$ cat config.mk
export PLATFORM = sky130hd
export DESIGN_NAME = ldl_p1ram_arb2
export DESIGN_NICKNAME = d
export VERILOG_FILES = /design/src/rtl/ldl_p1ram_arb2.sv
export SDC_FILE = /design/constraint.sdc
export NUM_CORES = 1
export LEC_CHECK = 0
export CORE_MARGIN = 2
export CORE_UTILIZATION = 40
export DETAILED_ROUTE_END_ITERATION = 10
export DONT_BUFFER_PORTS = 1
export SYNTH_ARGS = -nofsm -noshare
export SYNTH_HDL_FRONTEND = slang
export SYNTH_SLANG_ARGS = --single-unit
$ cat constraint.sdc
create_clock -name clk -period 5 [get_ports clk]
set_clock_uncertainty 0.2 [all_clocks]
set_input_delay 1.5 -clock clk [delete_from_list [all_inputs] [get_ports clk]]
set_output_delay 1.5 -clock clk [all_outputs]
set_load 0.1 [all_outputs]
$ cat src/rtl/ldl_p1ram_arb2.sv
// Two-requester round-robin controller for a single-port RAM with a
// 1-cycle registered read; fills the RAM with INIT_VAL after reset or clr.
module ldl_p1ram_arb2 #(
  parameter int              DW       = 8,
  parameter int              DEPTH    = 10,
  parameter int              AW       = $clog2(DEPTH),
  parameter logic [DW-1:0]   INIT_VAL = '0
) (
  input  logic          clk,
  input  logic          rst_n,
  input  logic          clr,
  output logic          busy,
  input  logic          valid_0,
  input  logic          valid_1,
  output logic          ready_0,
  output logic          ready_1,
  input  logic          we_0,
  input  logic          we_1,
  input  logic [AW-1:0] addr_0,
  input  logic [AW-1:0] addr_1,
  input  logic [DW-1:0] wdata_0,
  input  logic [DW-1:0] wdata_1,
  output logic          rvalid_0,
  output logic          rvalid_1,
  output logic [DW-1:0] rdata_0,
  output logic [DW-1:0] rdata_1,
  output logic          ram_re,
  output logic          ram_we,
  output logic [AW-1:0] ram_addr,
  output logic [DW-1:0] ram_din,
  input  logic [DW-1:0] ram_dout
);

  typedef enum logic [1:0] {
    RST,
    INIT,
    RUN
  } state_t;

  localparam logic [AW-1:0] LAST = AW'(DEPTH - 1);

  state_t        state, state_nx;
  logic [AW-1:0] cnt, cnt_nx;
  logic          pri, pri_nx;
  logic          tag_v, tag_v_nx;
  logic          tag_id, tag_id_nx;
  logic          gnt_0, gnt_1;

  always_ff @(posedge clk) begin
    if (!rst_n) begin
      state  <= RST;
      cnt    <= '0;
      pri    <= 1'b0;
      tag_v  <= 1'b0;
      tag_id <= 1'b0;
    end else begin
      state  <= state_nx;
      cnt    <= cnt_nx;
      pri    <= pri_nx;
      tag_v  <= tag_v_nx;
      tag_id <= tag_id_nx;
    end
  end

  always_comb begin
    state_nx  = state;
    cnt_nx    = cnt;
    pri_nx    = pri;
    tag_v_nx  = 1'b0;
    tag_id_nx = tag_id;
    gnt_0     = 1'b0;
    gnt_1     = 1'b0;
    busy      = 1'b0;
    ram_re    = 1'b0;
    ram_we    = 1'b0;
    ram_addr  = '0;
    ram_din   = '0;
    unique case (state)
      RST: begin
        busy     = 1'b1;
        state_nx = INIT;
        cnt_nx   = '0;
      end
      INIT: begin
        busy     = 1'b1;
        ram_we   = 1'b1;
        ram_addr = cnt;
        ram_din  = INIT_VAL;
        if (clr) begin
          cnt_nx = '0;
        end else if (cnt == LAST) begin
          state_nx = RUN;
          cnt_nx   = '0;
        end else begin
          cnt_nx = cnt + AW'(1);
        end
      end
      RUN: begin
        if (clr) begin
          state_nx = INIT;
          cnt_nx   = '0;
        end else begin
          // pri=0 favours requester 0 on contention
          gnt_0 = valid_0 && (!valid_1 || !pri);
          gnt_1 = valid_1 && (!valid_0 || pri);
          unique case (1'b1)
            gnt_0: begin
              ram_we   = we_0;
              ram_re   = !we_0;
              ram_addr = addr_0;
              ram_din  = we_0 ? wdata_0 : '0;
            end
            gnt_1: begin
              ram_we   = we_1;
              ram_re   = !we_1;
              ram_addr = addr_1;
              ram_din  = we_1 ? wdata_1 : '0;
            end
            default: ;
          endcase
          if (gnt_0 || gnt_1) begin
            pri_nx    = gnt_0;
            tag_v_nx  = ram_re;
            tag_id_nx = gnt_1;
          end
        end
      end
      default: state_nx = RST;
    endcase
  end

  assign ready_0  = gnt_0;
  assign ready_1  = gnt_1;
  assign rvalid_0 = tag_v && !tag_id;
  assign rvalid_1 = tag_v && tag_id;
  assign rdata_0  = ram_dout;
  assign rdata_1  = ram_dout;

endmodule

==> results.cfg, run 1 <==
[outcome]
status = completed

[finish]
fin_util_pct = 51.5
syn_to_final_growth_pct = 20.1
finalNonFillerCells = 149
drive_gt1_share_pct = 42.1
fillers = 215
nets = 167
antenna_cells = 0

[grt]
grt_pass1_wl_um = 3870
grt_pass1_vias = 890
grt_max_degree = 12
gr-total-overflow = 0
antenna_found_initial = 0
track_usage_pct = 18.3

[yosys]
synth_cells = 119
syn-num-nets = 164
synth-edff-count = 0
ys_async_sr_fraction_pct = 0
ys_ff_latch = 9
postSynthAreaPerCell_um2 = 8.04
synthFlopType = dfxtp_1
ys_warn_count = 0
yosysUniqueCellTypes = 38
ys_seq_area_share_pct = 18.8
synth_area_um2 = 957

[setup_path]
reg2reg_from = state[0]
critPathSlowestCell = nor3b_4
cp.arrival_ps = 2580
start_kind = input pin
crit_path_max_incr_delay_ps = 360
cp_max_fo = 9
worstPathCellList = nor2b_2, nor3b_4, a22oi_1, nor2_2, buf_4
cp-end-kind = output pin
cp.required_ps = 3300
crit_buf_inv = 1
criticalPathCategory = input pin to output pin
cp_top_family = simple AND/OR/NAND/NOR gates
crit_start = valid_0

[power]
p_sw_uw = 191
leakage_uw = 0.000409
irDropWorstVdd_v = 0.000194
total_power_uw = 379
power.density_nw_per_um2 = 329
pwr-share-seq_pct = 23.5
p_clk_share_pct = 15.1
switching_share_pct = 50.4
internal_power_uw = 188
p_comb_share_pct = 61.3

[place]
globalplace.congestion = 0.910
placedCellCount = 145
port_buffers = 0
place_hpwl_um = 1850

[clock_tree]
numCtsBuffers = 3
cts.sinks = 9
postCtsSetupBuffers = 0
cts_resized = 0
cts_hold_buf = 0
clk_path_buf_depth = 2
cts_tree = built
h-tree-depth = 1
clk_latency_ps = 260
cts_root_buf = clkbuf_4
clk_pin_slew_ps = 70

[timing]
tightestPinTransition_ps = 1050
min_period_ps = 4280
max-slew-margin-rel_pct = 29.5
max_freq_mhz = 233
setup_viol = 0
hold_violations = 0
drv_slew = 0
grt_setup_unrepaired = false
fin_setup_tns_ps = 0
fin_crit_sh_pct = 85.7

[die]
num_rows = 17
die_y_um = 52.9
ios = 74
die-area_um2 = 2800
die_w_um = 52.9
initial_core_util_pct = 42.9
core-area_um2 = 2230

[route]
vias = 842
drc = 0
routedWlPerCell_um = 15.3
wl_um = 2270
dr.pass1.iters = 4
via_per_inst = 5.65
ant_nets = 0
drtIter0Drc = 15

[job]
drv_cap = 0

[worst_hold_path]
hold_start = cnt[3]
hold_class = flop to flop
## per-stage QoR
stage          cell area [um^2]  worst slack (ps)  hold WS (ps)
5_1_grt                    1150               631           347
3_3_place_gp               1120               763           304
4_1_cts                    1150               718           323
2_1_floorplan              1040              -105           279
3_5_place_dp               1120               717           313
6_report                   1150               717           324
## power groups by stage
stage	Combinational (uW)	Clock (uW)	Sequential [uW]
2_1_floorplan	260	0	87.9
3_3_place_gp	229	0	89.6
3_5_place_dp	233	0	90.2
4_1_cts	234	59.4	88.8
5_1_grt	252	63.3	90.0
6_report	232	57.3	89.1
## synth_stat cells (all sizes together), types with 3 or more instances
cell	instances	share of area, %
inv	7	2.7
o21ai	4	2.5
a21oi	4	2.1
nor3b	3	5.2
nor2	16	7.8
ha	6	7.8
buf	18	14
a22oi	12	9.4
dfxtp	9	19
nor2b	5	3.5
a21boi	4	3.1
nand2	7	2.7
## layer usage
layer / GRT usage [%] / vias to the layer above / wire length, um
met2: 32.1 / 33 / 1130
li1: - / 406 / -
met1: 19.9 / 395 / 919
met5: 0 / - / 0
met3: 7.34 / 8 / 175
met4: 5.98 / 0 / 51
## layout make-up
type	count	area (um^2)	share of cell area, %
repair buffers	17	178	15.5
inverters	7	26.3	2.29
flip-flops and latches	9	180	15.7
multi-input cells	84	704	61.3
clock buffers	4	26.3	2.29
well taps	28	35.0	3.05
## path summary, 6_finish.rpt
path / end / slack, ps / cells past startpoint
max: ram_din[4] / 720 / 5
min: cnt[3] / 320 / 2
max reg2reg: pri / 2830 / 7
min reg2reg: cnt[3] / 320 / 2
## worst min-delay path: stages, from the launching register on
cell	delay, ps
dfxtp_1	350
nand2_1	70
o22ai_1	60
## layout by cell type (no fill, tap or decap), types with 3 or more instances in the layout
| cell type | instances |
|---|---|
| nand2_1 | 7 |
| a22oi_2 | 4 |
| inv_1 | 6 |
| a21oi_1 | 4 |
| clkbuf_4 | 3 |
| a21boi_4 | 4 |
| o21ai_0 | 3 |
| a22oi_1 | 8 |
| buf_4 | 13 |
| nor2_2 | 9 |
| ha_1 | 6 |
| buf_12 | 4 |
| dfxtp_1 | 9 |
| nor2_1 | 5 |
| nor2b_1 | 3 |
## kinds of logic after synthesis
family / after synthesis / synth area share (%)
AND/OR/NAND/NOR: 44 / 29.9
flip-flops: 9 / 18.8
adder cells (fa/ha/maj): 6 / 7.84
AO/OA/AOI/OAI: 34 / 26.4
buffers and inverters: 26 / 17.0
## sequential cells by signal, indices dropped and copies added, names as in the netlist
register,count
tag_id,1
tag_v,1
state,2
pri,1
cnt,4
Power figures use the tool's default switching activity.
==> inputs of run 2 (changes only) <==
CELL_PAD_IN_SITES_DETAIL_PLACEMENT = 0   (was not set)
CELL_PAD_IN_SITES_GLOBAL_PLACEMENT = 1   (was not set)
PLACE_DENSITY_LB_ADDON = 0.1   (was not set)
SKIP_LAST_GASP = 1   (was not set)
==> run 2 against run 1 <==
Critical path type unchanged. Worst setup slack got worse by 3.9 ps. Sequential share of layout area stayed put. Wire length decreased by 7.3%. Worst hold slack lost 2.5 ps. Total power shrank 1.0%. Flip-flop and latch count is the same. Cell area did not move. First-iteration DRC count down 53%. Largest cell class unchanged. Final cell count unchanged. Die area is the same.
==> results.cfg, run 2 (synthesis gave the netlist of run 1 again) <==
[outcome]
status = completed

[grt]
antenna_found_initial = 0
gr-total-overflow = 0
grt_max_degree = 12
grt_pass1_wl_um = 3130
grt_pass1_vias = 697
track_usage_pct = 15.4

[setup_path]
cp-end-kind = output pin
cp.arrival_ps = 2590
criticalPathCategory = input pin to output pin
cp_max_fo = 9
crit_buf_inv = 1
cp.required_ps = 3300
start_kind = input pin
worstPathCellList = nor2b_2, nor3b_4, a22oi_1, nor2_2, buf_4
critPathSlowestCell = nor3b_4
crit_path_max_incr_delay_ps = 370
cp_top_family = simple AND/OR/NAND/NOR gates

[route]
wl_um = 2110
drc = 0
drtIter0Drc = 7
ant_nets = 0
dr.pass1.iters = 7
vias = 805
via_per_inst = 5.40
routedWlPerCell_um = 14.1

[die]
die_w_um = 52.9
initial_core_util_pct = 42.9
die_y_um = 52.9
die-area_um2 = 2800
core-area_um2 = 2230
ios = 74
num_rows = 17

[finish]
largest_reg_flops = 4
drive_gt1_share_pct = 42.1
antenna_cells = 0
reg_top3 = cnt: 4 flops, state: 2 flops
final_cell_mix = 13 x buf_4, 9 x nor2_2, 9 x dfxtp_1
layout_commonest_cell = buf_4
largest-register = cnt
nets = 167
syn_to_final_growth_pct = 20.1
fin_util_pct = 51.5

[timing]
max-slew-margin-rel_pct = 29.2
setup_viol = 0
max_freq_mhz = 233
setup_ws_ps = 713
finalHoldWorstSlack_ps = 321
min_period_ps = 4290
hold_violations = 0
tightestPinTransition_ps = 1060
fin_crit_sh_pct = 85.7
fin_setup_tns_ps = 0
drv_slew = 0
grt_setup_unrepaired = false

[place]
port_buffers = 0
place_hpwl_um = 1730
pre_cts_ws_ps = 730
globalplace.congestion = 0.811

[clock_tree]
postCtsSetupBuffers = 0
cts_tree = built
clk_path_buf_depth = 2
cts_hold_buf = 0
cts_root_buf = clkbuf_4
clk_pin_slew_ps = 60
cts.sinks = 9
cts_resized = 0
h-tree-depth = 1
numCtsBuffers = 3
clk_latency_ps = 260

[power]
irDropWorstVdd_v = 0.000277
leakage_uw = 0.000409
power.density_nw_per_um2 = 326

[worst_hold_path]
hold_class = flop to flop

[job]
drv_cap = 0
-- run 2: cell counts in the layout (fill, tap and decap cells not counted) --
No cell type changed its count.
-- run 2: layer usage --
layer | vias to the layer above | global-route usage, % | part of all wire [%]
met4 | 0 | 4.70 | 0.71
met5 | - | 0 | 0
li1 | 411 | - | -
met2 | 27 | 24.4 | 48
met3 | 6 | 6.21 | 9.3
met1 | 361 | 19.1 | 42
-- run 2: report_power, final --
part	internal, uW	switching [uW]
Sequential	80.1	7.95
Combinational	76.4	154
Clock	30.8	25.8
-- run 2: worst min-delay path, stage by stage (launching register included) --
cell	delay (ps)
dfxtp_1	340
nand2_1	70
o22ai_1	60
-- run 2: path summary, 6_finish.rpt --
check        cells after the start  startpoint          to  slack, ps
max reg2reg                      7    state[0]         pri       2840
max                              5     valid_0  ram_din[4]        710
min                              2      cnt[3]      cnt[3]        320
min reg2reg                      2      cnt[3]      cnt[3]        320
-- run 2: layout make-up --
cell class              instances  area [um^2]
clock buffers                   4         26.3
fillers                       226         1080
inverters                       7         26.3
multi-input cells              84          704
flip-flops and latches          9          180
well taps                      28         35.0
repair buffers                 17          178
-- run 2: stage by stage --
stage | cells | cell area (um^2) | power, uW
2_1_floorplan | 119 | 1040 | 348
3_3_place_gp | 145 | 1120 | 321
3_5_place_dp | 145 | 1120 | 322
4_1_cts | 149 | 1150 | 381
5_1_grt | 149 | 1150 | 398
6_report | 149 | 1150 | 375
